<file path="config.mk">
export PLATFORM = sky130hd
export DESIGN_NAME = key_event_flat
export DESIGN_NICKNAME = d
export VERILOG_FILES = /design/src/rtl/key_pkg.sv /design/src/rtl/key_event_if.sv /design/src/rtl/key_edge.sv /design/src/rtl/key_event.sv /design/src/flat_wrapper.sv
export SDC_FILE = /design/constraint.sdc
export NUM_CORES = 1
export LEC_CHECK = 0
export ABC_AREA = 1
export BUFFER_PORTS_ARGS = -buffer_cell sky130_fd_sc_hd__clkbuf_2
export CORE_UTILIZATION = 30
export CTS_CLUSTER_DIAMETER = 50
export DETAILED_ROUTE_END_ITERATION = 7
export PLACE_DENSITY = 0.47
export SYNTH_ARGS = -nofsm -noshare
export SYNTH_HDL_FRONTEND = slang
export SYNTH_SLANG_ARGS = --single-unit
</file>
<file path="constraint.sdc">
create_clock -name clk -period 2.1 [get_ports clk]
set_input_delay 0.63 -clock clk [delete_from_list [all_inputs] [get_ports clk]]
set_output_delay 0.63 -clock clk [all_outputs]
set_load 0.01 [all_outputs]
</file>
<file path="src/rtl/key_pkg.sv">
// key_pkg: shared definitions for the key gesture classifier.
//   - FSM state encoding (3-bit constants)
//   - event-code enum, also used by the calculator control decoder
//   - max3 helper used to size the shared counter
package key_pkg;

    localparam logic [2:0] ST_IDLE   = 3'd0;
    localparam logic [2:0] ST_PRESS1 = 3'd1;
    localparam logic [2:0] ST_WAIT2  = 3'd2;
    localparam logic [2:0] ST_PRESS2 = 3'd3;
    localparam logic [2:0] ST_LONG   = 3'd4;

    typedef enum logic [2:0] {
        EvNone  = 3'd0,
        EvClick = 3'd1,
        EvDbl   = 3'd2,
        EvLong  = 3'd3,
        EvRpt   = 3'd4
    } key_evt_e;

    function automatic int unsigned max3(input int unsigned a, input int unsigned b,
                                         input int unsigned c);
        int unsigned m;
        m = (a > b) ? a : b;
        return (m > c) ? m : c;
    endfunction

endpackage

</file>
<file path="src/rtl/key_event_if.sv">
// key_event_if: key level in, gesture pulses and busy flag out.
//   key_level : debounced key level, 1 = released, 0 = pressed
//   click_o   : single-click pulse
//   dbl_o     : double-click pulse
//   long_o    : long-press pulse
//   rpt_o     : auto-repeat pulse
//   busy_o    : classifier not idle
// master = key source / event consumer, slave = classifier.
interface key_event_if;
    logic key_level;
    logic click_o;
    logic dbl_o;
    logic long_o;
    logic rpt_o;
    logic busy_o;

    modport master (
        output key_level,
        input  click_o, dbl_o, long_o, rpt_o, busy_o
    );

    modport slave (
        input  key_level,
        output click_o, dbl_o, long_o, rpt_o, busy_o
    );
endinterface

</file>
<file path="src/rtl/key_edge.sv">
// key_edge: press/release edge detector for an active-low key level.
//   clk, rst    : clock, async active-high reset
//   i_key_level : key level, 1 = released, 0 = pressed
//   o_press     : falling edge of the level (new press)
//   o_release   : rising edge of the level (release)
module key_edge (
    input  logic clk,
    input  logic rst,
    input  logic i_key_level,
    output logic o_press,
    output logic o_release
);

    logic r_key_d;
    // Set once the key has been seen released after reset. A key already held
    // when reset deasserts would otherwise look like a press against r_key_d=1.
    logic r_armed;

    always_ff @(posedge clk or posedge rst) begin
        if (rst) begin
            r_key_d <= 1'b1;
            r_armed <= 1'b0;
        end else begin
            r_key_d <= i_key_level;
            r_armed <= r_armed | i_key_level;
        end
    end

    assign o_press   = r_armed & r_key_d & ~i_key_level;
    assign o_release = ~r_key_d & i_key_level;

endmodule

</file>
<file path="src/rtl/key_event.sv">
// key_event: classifies debounced key interactions into click, double click,
// long press and auto-repeat; every result is a registered one-cycle pulse.
//   clk, rst : clock, async active-high reset
//   bus      : key_event_if slave (key_level in; click/dbl/long/rpt/busy out)
// Parameters (all >= 2): LONG_CNT hold time to long press, DBL_CNT double-click
// window after first release, RPT_CNT auto-repeat period while held.
module key_event
    import key_pkg::*;
#(
    parameter int unsigned LONG_CNT = 25_000_000,
    parameter int unsigned DBL_CNT  = 12_500_000,
    parameter int unsigned RPT_CNT  = 5_000_000
) (
    input logic        clk,
    input logic        rst,
    key_event_if.slave bus
);

    localparam int unsigned CntW = $clog2(max3(LONG_CNT, DBL_CNT, RPT_CNT));
    localparam logic [CntW-1:0] LongTc = CntW'(LONG_CNT - 1);
    localparam logic [CntW-1:0] DblTc  = CntW'(DBL_CNT - 1);
    localparam logic [CntW-1:0] RptTc  = CntW'(RPT_CNT - 1);

    logic            w_press;
    logic            w_release;
    logic [2:0]      r_state;
    logic [2:0]      w_state_d;
    logic [CntW-1:0] r_cnt;
    logic [CntW-1:0] w_cnt_d;
    logic            w_rpt_reload;
    key_evt_e        w_evt;
    logic            r_click;
    logic            r_dbl;
    logic            r_long;
    logic            r_rpt;
    logic            r_busy;

    key_edge u_edge (
        .clk         (clk),
        .rst         (rst),
        .i_key_level (bus.key_level),
        .o_press     (w_press),
        .o_release   (w_release)
    );

    // Release/press checks come first so they win over a coincident terminal count.
    always_comb begin
        w_state_d    = r_state;
        w_evt        = EvNone;
        w_rpt_reload = 1'b0;
        case (r_state)
            ST_IDLE: begin
                if (w_press) w_state_d = ST_PRESS1;
            end
            ST_PRESS1: begin
                if (w_release) begin
                    w_state_d = ST_WAIT2;
                end else if (r_cnt == LongTc) begin
                    w_state_d = ST_LONG;
                    w_evt     = EvLong;
                end
            end
            ST_WAIT2: begin
                if (w_press) begin
                    w_state_d = ST_PRESS2;
                    w_evt     = EvDbl;
                end else if (r_cnt == DblTc) begin
                    w_state_d = ST_IDLE;
                    w_evt     = EvClick;
                end
            end
            ST_PRESS2: begin
                if (w_release) w_state_d = ST_IDLE;
            end
            ST_LONG: begin
                if (w_release) begin
                    w_state_d = ST_IDLE;
                end else if (r_cnt == RptTc) begin
                    w_evt        = EvRpt;
                    w_rpt_reload = 1'b1;
                end
            end
            default: w_state_d = ST_IDLE;
        endcase
    end

    // Held at zero in IDLE so the counter cannot wrap while the key is untouched.
    always_comb begin
        if ((w_state_d != r_state) || w_rpt_reload || (r_state == ST_IDLE)) begin
            w_cnt_d = '0;
        end else begin
            w_cnt_d = r_cnt + 1'b1;
        end
    end

    always_ff @(posedge clk or posedge rst) begin
        if (rst) begin
            r_state <= ST_IDLE;
            r_cnt   <= '0;
            r_click <= 1'b0;
            r_dbl   <= 1'b0;
            r_long  <= 1'b0;
            r_rpt   <= 1'b0;
            r_busy  <= 1'b0;
        end else begin
            r_state <= w_state_d;
            r_cnt   <= w_cnt_d;
            r_click <= (w_evt == EvClick);
            r_dbl   <= (w_evt == EvDbl);
            r_long  <= (w_evt == EvLong);
            r_rpt   <= (w_evt == EvRpt);
            r_busy  <= (w_state_d != ST_IDLE);
        end
    end

    assign bus.click_o = r_click;
    assign bus.dbl_o   = r_dbl;
    assign bus.long_o  = r_long;
    assign bus.rpt_o   = r_rpt;
    assign bus.busy_o  = r_busy;

endmodule

</file>
<file path="src/flat_wrapper.sv">
// flat-port wrapper written by rule: the top's interface ports become plain ports
module key_event_flat import key_pkg::*;
#(
    parameter int unsigned LONG_CNT = 25_000_000,
    parameter int unsigned DBL_CNT  = 12_500_000,
    parameter int unsigned RPT_CNT  = 5_000_000
)
  (clk, rst, bus_key_level, bus_click_o, bus_dbl_o, bus_long_o, bus_rpt_o, bus_busy_o);
  key_event_if bus_i ();
  input logic clk;
  input logic rst;
  input wire logic [$bits(bus_i.key_level)-1:0] bus_key_level;
  output wire logic [$bits(bus_i.click_o)-1:0] bus_click_o;
  output wire logic [$bits(bus_i.dbl_o)-1:0] bus_dbl_o;
  output wire logic [$bits(bus_i.long_o)-1:0] bus_long_o;
  output wire logic [$bits(bus_i.rpt_o)-1:0] bus_rpt_o;
  output wire logic [$bits(bus_i.busy_o)-1:0] bus_busy_o;
  assign bus_i.key_level = bus_key_level;
  assign bus_click_o = bus_i.click_o;
  assign bus_dbl_o = bus_i.dbl_o;
  assign bus_long_o = bus_i.long_o;
  assign bus_rpt_o = bus_i.rpt_o;
  assign bus_busy_o = bus_i.busy_o;
  key_event #(.LONG_CNT(LONG_CNT), .DBL_CNT(DBL_CNT), .RPT_CNT(RPT_CNT)) u_core (.clk(clk), .rst(rst), .bus(bus_i));
endmodule
</file>
==> qor.yml <==
required_ns: 2.31
drt-initial-drc-count: 104
ant_nets: 0
viasPerCell: 4.67
drcViolationCount: 0
synthFlopType: "dfrtp_1"
via_count: 1858
synth_edf_count: 0
regArea_um2: 877
area_growth_pct: 15.5
final_util_pct: 36.8
clkLatencyLatePin_ns: 0.30
synth_area_leader_cell: "dfrtp_1"
dp_worst_setup_slack_ns: -0.0144
yosysWarnings: 0
r2r-start: "u_core.r_cnt[1]"
synth_top_area_share_pct: 38.5
grt_use_total_pct: 15.3
drive_above_1_share_pct: 19.5
cts_max_level: 2
die_x_um: 87.9
layout_common_cells: "nand2_1, inv_1, nor2_1, dfrtp_1, nor3_2"
pin_count: 8
grt_pass1_vias: 1871
syn_avg_cell_area_um2: 7.87
cts_sinks: 35
multi_input_area_um2: 1160
setup_slack_ns: 0.147
wl_per_cell_um: 13.8
ff2ff_path_depth: 12
globalRouteOverflowTotal: 0
worst_pin_slew_ns: 0.454
slew_headroom_pct: 69.8
start_util_pct: 31.9
finalClockSkew_ns: 0.00792
hold_viol_final: 0
cts_tree: "done"
hpwl_um: 3780
async_flop_share_pct: 100
r2r_setup_slack_ns: 0.15
root_buffer: "clkbuf_8"
status: "completed"
syn_area_um2: 2210
ys_seq_elements: 35
clk_pin_slew_ns: 0.08
cts_hold_buf: 0
slew_violations: 0
grt_start_max_net_pins: 36
antenna_found_initial: 0
cts_buffers: 5
core.rowCount: 30
fin_nets: 305
finalCriticalPeriod_ns: 1.95
syn_inst: 281
synthTopCellsByArea: "dfrtp_1, nand2_1, nor3_2"
cp-start-kind: "register"
setup_viol: 0
clock_path_buffers: 2
post-route-period-util_pct: 93.0
final_common_cell: "nand2_1"
cp-end-kind: "register"
wl_um: 5510
vdd_drop_max_uv: 393
leakage_nw: 1.11
synth.distinct_cells: 27
max_freq_mhz: 512
worstPathMaxFanout: 9
synth-seq-area-share_pct: 39.6
die-area_um2: 7720
core_area_um2: 6940
grt_pass1_wl_um: 8940
arrival_ns: 2.16
firstDrtPassIters: 4
dieHeight_um: 87.9
io_buffers: 7
power_density_nw_per_um2: 906
max_cap_viol_count: 0
critPathKind: "register to register"
place_congestion: 0.829
hp-class: "input pin to asynchronous set/reset pin"
insertedDiodeCount: 0
r2r-end: "u_core.r_cnt[22]"
fillers: 736
syn_nets: 285
==> power breakdown <==
part	switching [mW]	internal, mW	leakage (nW)
Combinational	0.671	0.332	0.585
Clock	0.256	0.300	0.0515
Sequential	0.0350	0.720	0.474
==> state kept, by name, indices dropped and copies added (netlist names) <==
signal and flops:
u_core.bus.rpt_o 1, u_core.bus.long_o 1, u_core.u_edge.r_armed 1, u_core.bus.dbl_o 1, u_core.u_edge.r_key_d 1, u_core.bus.busy_o 1, u_core.bus.click_o 1, u_core.r_state 3
u_core.r_cnt 25
==> routing by layer <==
layer	vias up	routed length, um	GRT usage [%]
li1	933	-	-
met1	879	2760	21.1
met2	35	2410	23.4
met3	11	186	2.54
met4	0	159	7.30
met5	-	0	0
==> synthesized netlist by cell type (2+ instances only) <==
master   number
nor3_2       20
nand3_1      15
buf_6         4
nand3_4       2
nand2_2       3
inv_2         2
nor3_1       14
nor4_1        2
dfrtp_1      34
xor2_1       17
o21ai_0       3
nand4_1       9
nand2_1      58
inv_1        45
nor2_1       39
xnor2_1       3
==> area by class of cell <==
type / instances / share of cell area (%)
Inverter: 47 / 6.90
Sequential cell: 35 / 34.3
Multi-Input combinational cell: 197 / 45.4
Timing Repair Buffer: 15 / 4.70
Tap cell: 96 / 4.70
Clock buffer: 8 / 3.92
==> kinds of logic after synthesis <==
group	count (synthesis)	share of synthesized area, %
and+or+nand+nor	167	39.4
xor gates and xnor gates	20	7.92
adders and majority gates	1	0.566
DFF	35	39.6
buffers and inverters	51	10.0
AOI/OAI and AO/OA	7	2.43
==> critical path, stage by stage (launching register included) <==
cell and delay (ns):
dfrtp_1 0.37, ha_1 0.22, nand3_2 0.13, inv_2 0.09
nand2_1 0.09, nor2_1 0.11, nand2_1 0.11, nand2_2 0.10
nand3_4 0.08, nand2_2 0.17, nand3_4 0.12, buf_12 0.16
nor3_2 0.11
==> worst max path at each step <==
stage / start / cells after the start / endpoint / slack [ns]
floorplan: u_core.r_cnt[0] / 11 / u_core.r_cnt[4] / 0.40
global placement: bus_key_level / 10 / u_core.r_cnt[1] / 0.01
detailed placement: bus_key_level / 11 / u_core.r_cnt[24] / -0.01
CTS: u_core.r_cnt[1] / 11 / u_core.r_cnt[24] / 0.02
global route: u_core.r_cnt[1] / 12 / u_core.r_cnt[16] / -0.03
finish: u_core.r_cnt[1] / 12 / u_core.r_cnt[22] / 0.15
==> metrics by stage <==
stage / TNS (ns) / hold slack, ns / power, mW / std cells / instance area, um^2
after floorplan: 0 / 0.440 / 1.39 / 281 / 2210
after global placement: 0 / 0.465 / 1.49 / 384 / 2360
after detailed placement: -0.0372 / 0.464 / 1.49 / 384 / 2360
after CTS: 0 / 0.429 / 2.06 / 392 / 2460
after global routing: -0.355 / 0.453 / 2.44 / 398 / 2550
final: 0 / 0.414 / 2.31 / 398 / 2550
==> timing repair <==
item	in CTS	in global routing
resized for setup	0	5
endpoints found under the setup margin	0	25
setup buffers	0	4
Note: power is estimated with default switching activity, not from simulation.
